## config.mk

```make
export PLATFORM = sky130hd
export DESIGN_NAME = dvsd_8216_m3
export DESIGN_NICKNAME = d
export VERILOG_FILES = /design/src/rtl/dvsd_8216_m3_pkg.sv /design/src/rtl/dvsd_8216_m3_csa_row.sv /design/src/rtl/dvsd_8216_m3.sv
export SDC_FILE = /design/constraint.sdc
export NUM_CORES = 1
export LEC_CHECK = 0
export CAP_MARGIN = 20
export CORE_ASPECT_RATIO = 0.5
export CORE_MARGIN = 5
export CORE_UTILIZATION = 49
export DETAILED_ROUTE_END_ITERATION = 10
export PLACE_DENSITY = 0.78
export SYNTH_ARGS = -nofsm -noshare
export SYNTH_HDL_FRONTEND = slang
export SYNTH_SLANG_ARGS = --single-unit
```

## constraint.sdc

```tcl
create_clock -name clock -period 8.2 [get_ports clock]
set_clock_uncertainty 0.2 [all_clocks]
set_input_delay 2.46 -clock clock [delete_from_list [all_inputs] [get_ports clock]]
set_output_delay 2.46 -clock clock [all_outputs]
set_load 0.05 [all_outputs]
```

## src/rtl/dvsd_8216_m3_pkg.sv

```systemverilog
// Shared widths, latency and partial-product helper for the dvsd_8216_m3 multiplier.
// LATENCY follows the DVSD_8216_M3_PIPE_EN build macro.
package dvsd_8216_m3_pkg;

   localparam int OP_W   = 8;
   localparam int PROD_W = 16;

`ifdef DVSD_8216_M3_PIPE_EN
   localparam int LATENCY = 2;
`else
   localparam int LATENCY = 1;
`endif

   typedef logic [OP_W-1:0]   op_t;
   typedef logic [PROD_W-1:0] prod_t;

   // One partial-product row: the multiplicand shifted into place when the multiplier bit is set.
   function automatic prod_t pp_row(input op_t op, input logic sel, input int unsigned sh);
      prod_t row;
      row = sel ? (prod_t'(op) << sh) : '0;
      return row;
   endfunction

endpackage

```

## src/rtl/dvsd_8216_m3_csa_row.sv

```systemverilog
// One 16-bit carry-save row: three addends in, a sum/carry pair out.
// The carry vector is already shifted into its weight; the top carry bit is dropped.
module dvsd_8216_m3_csa_row
   import dvsd_8216_m3_pkg::*;
(
   input  logic [15:0] x_i,
   input  logic [15:0] y_i,
   input  logic [15:0] z_i,
   output logic [15:0] sum_o,
   output logic [15:0] carry_o
);

   assign sum_o = x_i ^ y_i ^ z_i;

   // Dropping the majority out of bit 15 is exact: every product fits in 16 bits.
   assign carry_o = {(x_i[14:0] & y_i[14:0]) |
                     (x_i[14:0] & z_i[14:0]) |
                     (y_i[14:0] & z_i[14:0]), 1'b0};

endmodule

```

## src/rtl/dvsd_8216_m3.sv

```systemverilog
// Unsigned 8x8 -> 16 shift-and-add array multiplier with a registered product.
// Build macro DVSD_8216_M3_PIPE_EN adds a stage after rows 0-3 (latency 2 instead of 1).
module dvsd_8216_m3
   import dvsd_8216_m3_pkg::*;
(
   input  logic        clock,
   input  logic        reset_n,
   input  logic [7:0]  a,
   input  logic [7:0]  b,
   output logic [15:0] m
);

   // ---------------- Front half: rows 0-3 reduced to a carry-save pair ----------------
   prod_t pp_lo [4];

   always_comb begin
      for (int i = 0; i < 4; i++) begin
         pp_lo[i] = pp_row(a, b[i], i);
      end
   end

   prod_t s0, c0, s1, c1;

   dvsd_8216_m3_csa_row u_csa0 (
      .x_i     (pp_lo[0]),
      .y_i     (pp_lo[1]),
      .z_i     (pp_lo[2]),
      .sum_o   (s0),
      .carry_o (c0)
   );

   dvsd_8216_m3_csa_row u_csa1 (
      .x_i     (s0),
      .y_i     (c0),
      .z_i     (pp_lo[3]),
      .sum_o   (s1),
      .carry_o (c1)
   );

   // ---------------- Optional pipeline stage ----------------
   prod_t      mid_s, mid_c;
   op_t        a_hi;
   logic [3:0] b_hi;

`ifdef DVSD_8216_M3_PIPE_EN
   prod_t      mid_s_q, mid_c_q;
   op_t        a_q;
   logic [3:0] b_hi_q;

   // NOTE: datapath stage registers are reset too, so a product in flight during reset never reaches m.
   always_ff @(posedge clock) begin
      if (!reset_n) begin
         mid_s_q <= '0;
         mid_c_q <= '0;
         a_q     <= '0;
         b_hi_q  <= '0;
      end else begin
         mid_s_q <= s1;
         mid_c_q <= c1;
         a_q     <= a;
         b_hi_q  <= b[7:4];
      end
   end

   assign mid_s = mid_s_q;
   assign mid_c = mid_c_q;
   assign a_hi  = a_q;
   assign b_hi  = b_hi_q;
`else
   assign mid_s = s1;
   assign mid_c = c1;
   assign a_hi  = a;
   assign b_hi  = b[7:4];
`endif

   // ---------------- Back half: rows 4-7 folded into the pair ----------------
   prod_t pp_hi [4];

   always_comb begin
      for (int j = 0; j < 4; j++) begin
         pp_hi[j] = pp_row(a_hi, b_hi[j], j + 4);
      end
   end

   prod_t s2, c2, s3, c3, s4, c4, s5, c5;

   dvsd_8216_m3_csa_row u_csa2 (
      .x_i     (mid_s),
      .y_i     (mid_c),
      .z_i     (pp_hi[0]),
      .sum_o   (s2),
      .carry_o (c2)
   );

   dvsd_8216_m3_csa_row u_csa3 (
      .x_i     (s2),
      .y_i     (c2),
      .z_i     (pp_hi[1]),
      .sum_o   (s3),
      .carry_o (c3)
   );

   dvsd_8216_m3_csa_row u_csa4 (
      .x_i     (s3),
      .y_i     (c3),
      .z_i     (pp_hi[2]),
      .sum_o   (s4),
      .carry_o (c4)
   );

   dvsd_8216_m3_csa_row u_csa5 (
      .x_i     (s4),
      .y_i     (c4),
      .z_i     (pp_hi[3]),
      .sum_o   (s5),
      .carry_o (c5)
   );

   // ---------------- Final ripple carry-propagate adder ----------------
   prod_t m_d;
   logic  rca_c;

   // NOTE: the ripple carry is a blocking chain inside one always_comb; default assigned first so no latch.
   always_comb begin
      m_d   = '0;
      rca_c = 1'b0;
      for (int k = 0; k < PROD_W; k++) begin
         m_d[k] = s5[k] ^ c5[k] ^ rca_c;
         rca_c  = (s5[k] & c5[k]) | (rca_c & (s5[k] ^ c5[k]));
      end
   end

   // ---------------- Output register ----------------
   prod_t m_q;

   // NOTE: sequential state uses non-blocking assignments only.
   always_ff @(posedge clock) begin
      if (!reset_n) begin
         m_q <= '0;
      end else begin
         m_q <= m_d;
      end
   end

   assign m = m_q;

endmodule

```

Word-level counts from Yosys, hierarchy flattened
Index checks and enable logic that the tools add are counted.
{"block": "classes", "n_bitwise": 111, "mux": 8}
{"op": "$or A15 B15 Y15", "n": 12}
{"op": "$and A15 B15 Y15", "n": 7}
{"op": "$xor A16 B16 Y16", "n": 5}
{"op": "$and A15 B11 Y15", "n": 2}
{"op": "$and A15 B12 Y15", "n": 2}
{"op": "$and A15 B13 Y15", "n": 2}
{"op": "$and A15 B14 Y15", "n": 2}
{"op": "$xor A1 B1 Y1", "n": 29}
{"op": "$and A1 B1 Y1", "n": 27}
{"op": "$xor A16 B10 Y16", "n": 1}
{"op": "$xor A16 B11 Y16", "n": 1}
{"op": "$xor A16 B12 Y16", "n": 1}
{"op": "$xor A16 B13 Y16", "n": 1}
{"op": "$xor A16 B14 Y16", "n": 1}
{"op": "$xor A16 B15 Y16", "n": 1}
{"op": "$mux W15", "n": 1}
{"op": "$mux W14", "n": 1}
{"op": "$mux W13", "n": 1}
{"op": "$or A1 B1 Y1", "n": 13}
{"op": "$mux W12", "n": 1}
{"op": "$mux W11", "n": 1}
{"op": "$and A8 B10 Y10", "n": 1}
{"op": "$and A9 B10 Y10", "n": 1}
{"op": "$mux W10", "n": 1}
{"op": "other kinds (4)", "n": 4}
{"block": "word_totals", "regBits": 16, "out_inout_bits": 16}

Logic depth before layout (Yosys ltp)
{"block": "depth", "depth_word": 47, "ltp_mapped": 23, "mapped_depth_nobuf": 23}

Cells and area by module
Synthesis repeated with hierarchy kept, for this count alone.
{"block": "hier_totals", "cells_unflattened": 226, "hier_area_um2": 3174.3}
{"mod": "dvsd_8216_m3_csa_row", "instances": 6, "cells_per_inst": 18, "seq_area_each_um2": 0.0, "area_each_um2": 335.3}
{"mod": "dvsd_8216_m3", "instances": 1, "cells_per_inst": 118, "seq_area_each_um2": 320.3, "area_each_um2": 1162.4}

Worst setup path before layout
OpenSTA, ideal clock, no wires.
{"block": "synth_path", "path_type": "input port to flip-flop", "start": "input a[5]", "end": "register m_q[14], in the netlist m[14]", "arrival_time_ns": 8.353, "path_slack_ns": -0.468, "stages": 22, "required_time_ns": 7.885, "n_path_buf": 0, "path_cell_list": "and2_1 fa_1 inv_1 fa_1 fa_1 fa_1 inv_1 fa_1 fa_1 ha_1 inv_1 fa_1 fa_1 inv_1 fa_1 fa_1 inv_1 fa_1 inv_1 fa_1 fa_1 and2_1"}
{"block": "synth_between", "elab_chain_cells": 33, "elab_cells_between_ends": 87}
{"item": "start: declaration", "line_no": "dvsd_8216_m3.sv:8", "source": "input logic [7:0] a,"}
{"item": "$mux W8", "line_no": "dvsd_8216_m3_pkg.sv:20", "source": "row = sel ? (prod_t'(op) << sh) : '0;"}
{"item": "$xor A8 B9 Y9", "line_no": "dvsd_8216_m3_csa_row.sv:13", "source": "assign sum_o = x_i ^ y_i ^ z_i;"}
{"item": "$xor A16 B10 Y16", "line_no": "dvsd_8216_m3_csa_row.sv:13"}
{"item": "$xor A16 B16 Y16", "line_no": "dvsd_8216_m3_csa_row.sv:13"}
{"item": "$xor A16 B11 Y16", "line_no": "dvsd_8216_m3_csa_row.sv:13"}
{"item": "$xor A16 B16 Y16", "line_no": "dvsd_8216_m3_csa_row.sv:13"}
{"item": "$xor A16 B12 Y16", "line_no": "dvsd_8216_m3_csa_row.sv:13"}
{"item": "$xor A16 B16 Y16", "line_no": "dvsd_8216_m3_csa_row.sv:13"}
{"item": "[... 18 more ...]"}
{"item": "$and A1 B1 Y1", "line_no": "dvsd_8216_m3.sv:129", "source": "rca_c = (s5[k] & c5[k]) | (rca_c & (s5[k] ^ c5[k]));"}
{"item": "$or A1 B1 Y1", "line_no": "dvsd_8216_m3.sv:129"}
{"item": "$and A1 B1 Y1", "line_no": "dvsd_8216_m3.sv:129"}
{"item": "$or A1 B1 Y1", "line_no": "dvsd_8216_m3.sv:129"}
{"item": "$and A1 B1 Y1", "line_no": "dvsd_8216_m3.sv:129"}
{"item": "$or A1 B1 Y1 (*)", "line_no": "dvsd_8216_m3.sv:129"}
{"item": "$xor A1 B1 Y1 (*)", "line_no": "dvsd_8216_m3.sv:128", "source": "m_d[k] = s5[k] ^ c5[k] ^ rca_c;"}
{"item": "net m_d[14]", "line_no": "dvsd_8216_m3.sv:120", "source": "prod_t m_d;"}
{"item": "end signal: assignment", "line_no": "dvsd_8216_m3.sv:141", "source": "m_q <= m_d;"}
{"item": "end: declaration", "line_no": "dvsd_8216_m3.sv:134", "source": "prod_t m_q;"}
Mark *: on every way through the listed nets, which the timed path passes. The rest lies on a longest branch.
A chain may end at the register's enable or synchronous reset.

Worst setup path in the final report
{"block": "layout_path", "start": "input b[0]", "end": "register m_q[14], in the netlist m[14]"}
{"block": "layout_between", "elab_chain_cells": 41, "elab_cells_between_ends": 92}
{"item": "start: declaration", "line_no": "dvsd_8216_m3.sv:9", "source": "input logic [7:0] b,"}
{"item": "$mux W8 (*)", "line_no": "dvsd_8216_m3_pkg.sv:20"}
{"item": "$and A8 B9 Y9 (tied with other cells)", "line_no": "dvsd_8216_m3_csa_row.sv:16", "source": "assign carry_o = {(x_i[14:0] & y_i[14:0]) |"}
{"item": "$or A15 B15 Y15 or $xor A16 B10 Y16 (tied branches)", "line_no": "dvsd_8216_m3_csa_row.sv:16, dvsd_8216_m3_csa_row.sv:13"}
{"item": "$or A15 B15 Y15 (tied with other cells)", "line_no": "dvsd_8216_m3_csa_row.sv:17", "source": "(x_i[14:0] & z_i[14:0]) |"}
{"item": "$and A15 B15 Y15 (tied with other cells)", "line_no": "dvsd_8216_m3_csa_row.sv:16"}
{"item": "$or A15 B15 Y15 (tied with other cells)", "line_no": "dvsd_8216_m3_csa_row.sv:16"}
{"item": "$or A15 B15 Y15 (tied with other cells)", "line_no": "dvsd_8216_m3_csa_row.sv:17"}
{"item": "$xor A16 B16 Y16 (tied with other cells)", "line_no": "dvsd_8216_m3_csa_row.sv:13"}
{"item": "[... 26 more ...]"}
{"item": "$and A1 B1 Y1", "line_no": "dvsd_8216_m3.sv:129"}
{"item": "$or A1 B1 Y1", "line_no": "dvsd_8216_m3.sv:129"}
{"item": "$and A1 B1 Y1", "line_no": "dvsd_8216_m3.sv:129"}
{"item": "$or A1 B1 Y1", "line_no": "dvsd_8216_m3.sv:129"}
{"item": "$and A1 B1 Y1", "line_no": "dvsd_8216_m3.sv:129"}
{"item": "$or A1 B1 Y1 (*)", "line_no": "dvsd_8216_m3.sv:129"}
{"item": "$xor A1 B1 Y1 (*)", "line_no": "dvsd_8216_m3.sv:128"}
{"item": "net m_d[14]", "line_no": "dvsd_8216_m3.sv:120"}
Marks and branches as above.

==> run metrics <==
sequential fraction of the synthesis area=0.164; Period Utilization, post-route=1.02; P per Cell Area=231 nW/um2; Slew HR=0.666; Mapped Cells=193; final wirelength=3.61 mm; fraction of layout cells with a size suffix above 1=0.240; final core utilization=0.674; routed len/inst=11.9 um; largest fanout on the critical path=3; number of synthesis warnings=0; buffers added on ports=33; VDD IR max=136 uV; pre-CTS setup slack=-0.844 ns; Final Worst Setup Slack=-0.202 ns; height of the die=54.6 um; #FFs+latches synth=16; Synth top area share=0.492; Fmax=119 MHz; Syn Nets=267; highest-count cells in the layout ignoring fill and taps=37 x and2_1, 36 x fa_1, 33 x nand2_1; Worst Path Required=8.15 ns; register area=320 um2; Clock Path Buffers=2; CTS clk-pin slew, worst paths=0.06 ns; multi-input logic area=1510 um2; WHS=2.35 ns; CTS tree=built; nets=325; critical path type=in2reg; crit path DAT=8.35 ns; post-route minimum period=8.40 ns; Final Non-Filler Cells=304; # Max-Cap Violations=0; GR Util All Layers=0.151; Crit. End Element=flop; most common cell after layout, fill and taps aside=and2_1; FP Rows=16; max reg flops=16; Core ar.=3860 um2; Worst-Margin Slew=0.500 ns; Slew Viols, Final=0; area leader, netlist=fa_1; Mean Syn Cell Area=10.1 um2; Mapped Area=1950 um2; Worst Hold Launch=b[0]; # fillers=297; largest net degree at the start of global routing=17; RePlAce Congestion=0.785; Clock Tree Root=clkbuf_8; Die Wd=99.3 um; Initial Util=0.506; total global routing overflow=0; cts bufs inserted=3; vias in the first global route=1417; via count=1383; Leakage Power=1.21 nW; initial DRC count=14; area delta synth->final=33.3%; initial antenna violation count=0; HPWL Detailed=3.18 mm; Placed Cells incl. Taps=297; RSZ-0062 raised after global routing=true; failing checks=negative setup slack; status=complete, but fails checks; I/O Pins=34; Total Neg Setup Slack=-0.358 ns; Setup violations, final=3; Hold/Removal Path Class=in2reg; Unique masters post-synth=9; DRC Markers=0; endpoints failing hold=0; Clock Sinks=16; H-tree depth=1; crit path launch=b[0]; n_diodes=0; DRT Pass-1 Iters=4; vias per cell=4.55; die area=5430 um2; first-pass GRT wire length=6.31 mm; Antenna Nets Post-Route=0; Worst setup SP type=input port; top post-synthesis cells by area=fa_1 49%, dfxtp_1 16%, and2_1 13%
-- power by group --
| part | switching (W) | leakage [nW] | internal (W) |
|---|---|---|---|
| clock network | 0.0000277 | 0.0288 | 0.0000426 |
| registers | 0.00000535 | 0.133 | 0.000103 |
| logic | 0.000241 | 1.05 | 0.000181 |
-- metal layers --
layer  vias to the layer above  track usage  wire (um)
li1                        664            -          -
met1                       693        0.182       1550
met2                        19        0.280       1870
met3                         7       0.0242        128
met4                         0       0.0612         51
met5                         -            0          0
-- cell usage after synthesis --
cell type	n
inv_1	41
buf_6	1
and3_1	1
dfxtp_1	16
nor2b_1	3
ha_1	8
fa_1	48
and2_1	40
nand2_1	35
-- area by class of cell --
cell class	count	area share
clock buffers	4	0.0211
inverters	41	0.0591
multi-input cells	135	0.581
flip-flops and latches	16	0.123
well taps	54	0.0259
repair buffers	54	0.190
-- worst max-delay path: stages --
cell and delay (ns):
buf_8 0.10, and2_4 0.15, fa_1 0.54, inv_2 0.04
fa_1 0.52, fa_1 0.44, fa_1 0.53, inv_2 0.04
fa_1 0.49, fa_1 0.53, ha_2 0.18, inv_2 0.04
fa_2 0.33, fa_2 0.36, inv_2 0.07, fa_2 0.19
fa_2 0.19, inv_2 0.04, fa_2 0.32, inv_2 0.06
fa_2 0.18, fa_1 0.40, and2_1 0.14
-- stage by stage --
| stage | instance area, um2 | total power (W) |
|---|---|---|
| after global routing | 2600 | 0.000669 |
| after floorplan | 1970 | 0.000405 |
| after detailed placement | 2490 | 0.000530 |
| after global placement | 2490 | 0.000507 |
| final | 2600 | 0.000601 |
| after CTS | 2580 | 0.000615 |
-- what timing repair did --
item / in CTS / in global routing
endpoints found under the setup margin: 4 / 3
setup buffers: 2 / 1
hold buffers: 0 / 0
pin swaps: 21 / 17
resized for setup: 53 / 5
-- path summary, 6_finish.rpt --
check             cells after the start    end
setup / recovery                     23  m[14]
hold / removal                        3   m[0]
-- logic make-up after synthesis --
| family | share of synthesized area |
|---|---|
| AND/OR/NAND/NOR | 0.208 |
| adder cells (fa/ha/maj) | 0.543 |
| flip-flops | 0.164 |
| buffers and inverters | 0.0846 |
Note: power is estimated with default switching activity, not from simulation.
==> RTL edit: new RTL, config.mk and constraints unchanged <==
Add a define of `DVSD_8216_M3_PIPE_EN`.
--- a/src/rtl/dvsd_8216_m3_pkg.sv
+++ b/src/rtl/dvsd_8216_m3_pkg.sv
@@ -1,5 +1,7 @@
 // Shared widths, latency and partial-product helper for the dvsd_8216_m3 multiplier.
 // LATENCY follows the DVSD_8216_M3_PIPE_EN build macro.
+`define DVSD_8216_M3_PIPE_EN
+
 package dvsd_8216_m3_pkg;
 
    localparam int OP_W   = 8;
Formal check against the unedited RTL: not equivalent (Yosys sat finds a counterexample within 4 cycles, from zero or initial values and one cycle with reset_n low).
==> RTL edit against the original RTL <==
Final area is 30% higher; synthesized area is 46% higher; sequential cell count is 31 higher; wire length is 33% higher; power is 5.7% higher; worst hold slack worse by 2100 ps; sequential power is 140% higher; setup slack better by 2500 ps; combinational power is 62% lower.
==> RTL edit: results (changes against the original RTL) <==
GRT
  – First-pass GRT wire length: 8540 µm (+35%)
  – Number of global-route vias before repair: 1857 (+31%)
  – All-layer global routing usage: 0.141 (-0.0102)
  – Largest net degree at the start of global routing: 48 (+31)

Critical path
  – R2r worst-path depth: 22
  – CP delay by family, top: adder cells
  – CP Max Fanout: 8 (+5)
  – CP arrival: 5850 ps (-2500 ps)
  – Worst setup path start: b_hi[0]
  – Max stage delay on crit path: 480 ps (-60 ps)
  – CP max-delay cell: fa_1

Synthesis
  – Post-synth top cells: 89 x and2_1, 48 x fa_1, 47 x dfxtp_1
  – Sequential cell area fraction in the yosys report: 0.330 (+0.166)
  – Top-count cell post-synth: and2_1
  – Area contributors post-synth: fa_1 34%, dfxtp_1 33%, and2_1 20%, inv_1 5.5%, ha_1 3.5%
  – Async S/R FF share, synth: 0 (unchanged)
  – Synthesis warning total: 0 (unchanged)
  – Mapped Nets: 333 (+25%)
  – Most used DFF post-synth: dfxtp_1
  – Cell variety after synth: 10 (+1)
  – Post-synth EDFFs: 0 (unchanged)

Clock tree
  – Setup Fix Bufs, Post-CTS: 0 (-2)
  – Root Buffer: clkbuf_16
  – CTS buffer count: 5 (+2)
  – Worst-path clk slew: around 70 ps
  – Worst-skew pair later-pin latency: 290 ps
  – H-tree levels: 2 (+1)
  – CTS resizes: 0 (-100%)
  – Max Buffers Root-to-Sink: 2 (unchanged)

Drt
  – DR WL/cell: 13.0 µm (+9.7%)
  – Post-DR vias/cell: 4.55 (about the same)
  – DRT iter0 DRCs: 51 (+37)
  – Remaining DRCs: 0 (unchanged)
  – TritonRoute pass-1 iters: 4 (unchanged)

Min path
  – Worst hold path stage count: 1 (-2)
  – Hold Path Class: reg -> reg

Place
  – Dpl cell area: 3230 µm² (+29%)
  – Post-DP HPWL: 3760 µm (+18%)
  – I/O Buffers: 33 (unchanged)
  – Final Wtd Congestion: 0.793 (+1.0%)

Layout
  – Share of layout cells above drive strength 1: 0.0304 (-0.210)
  – Diode count: 0 (unchanged)
  – Fin nets: 369 (+14%)
  – Largest register FFs: 16 (unchanged)

STA
  – Slew HR: 0.655 (-0.0104)
  – Total negative slack: 0 ps (+358 ps)

Pwr
  – Leakage: 1.54 nW (+27%)
  – Peak supply drop: 117 µV (-14%)
  – Pint: 0.437 mW (+34%)
  – Overall Power: 0.636 mW (+5.7%)

Status
  – Status: completed
-- RTL edit: kinds of logic after synthesis --
group         Yosys count  share of synthesized area
simple gates          109                      0.226
fa+ha+maj              56                      0.372
flops                  47                      0.330
buf+inv                47                     0.0728
-- RTL edit: layer usage --
metal | GRT usage | vias to the layer above | wire [µm]
li1 | - | 817 | -
met1 | 0.182 | 825 | 2270
met2 | 0.227 | 29 | 2210
met3 | 0.0441 | 7 | 235
met4 | 0.0501 | 0 | 80
met5 | 0 | - | 0
-- RTL edit: final cells by class --
class | count | area (µm²)
Fill cell | 453 | 2170
Multi-Input combinational cell | 165 | 1710
Sequential cell | 47 | 941
Timing Repair Buffer | 34 | 345
Inverter | 42 | 158
Clock buffer | 5 | 125
Tap cell | 73 | 91.3
Clock inverter | 3 | 28.8
-- RTL edit: metrics by stage --
stage               setup WS, ps  utilization  instances
floorplan                   2550            -        259
global placement            2440        0.580        360
detailed placement          2300        0.580        360
CTS                         2280        0.608        368
global route                2020        0.610        369
finish                      2330        0.610        369
-- RTL edit: power groups by stage --
stage | Clock, mW | Combinational [mW] | Sequential (mW)
final | 0.212 | 0.162 | 0.261
after detailed placement | 0 | 0.163 | 0.267
after CTS | 0.217 | 0.164 | 0.262
after floorplan | 0 | 0.0760 | 0.301
after global routing | 0.228 | 0.184 | 0.264
after global placement | 0 | 0.156 | 0.266
-- RTL edit: how the worst min path moves through the flow --
stage	from	to	slack, ps
4_1_cts	mid_s[2]	m[2]	240
5_1_grt	mid_s[2]	m[2]	260
2_1_floorplan	mid_s[0]	m[0]	210
3_5_place_dp	mid_s[2]	m[2]	220
6_report	mid_s[2]	m[2]	240
3_3_place_gp	mid_s[2]	m[2]	220
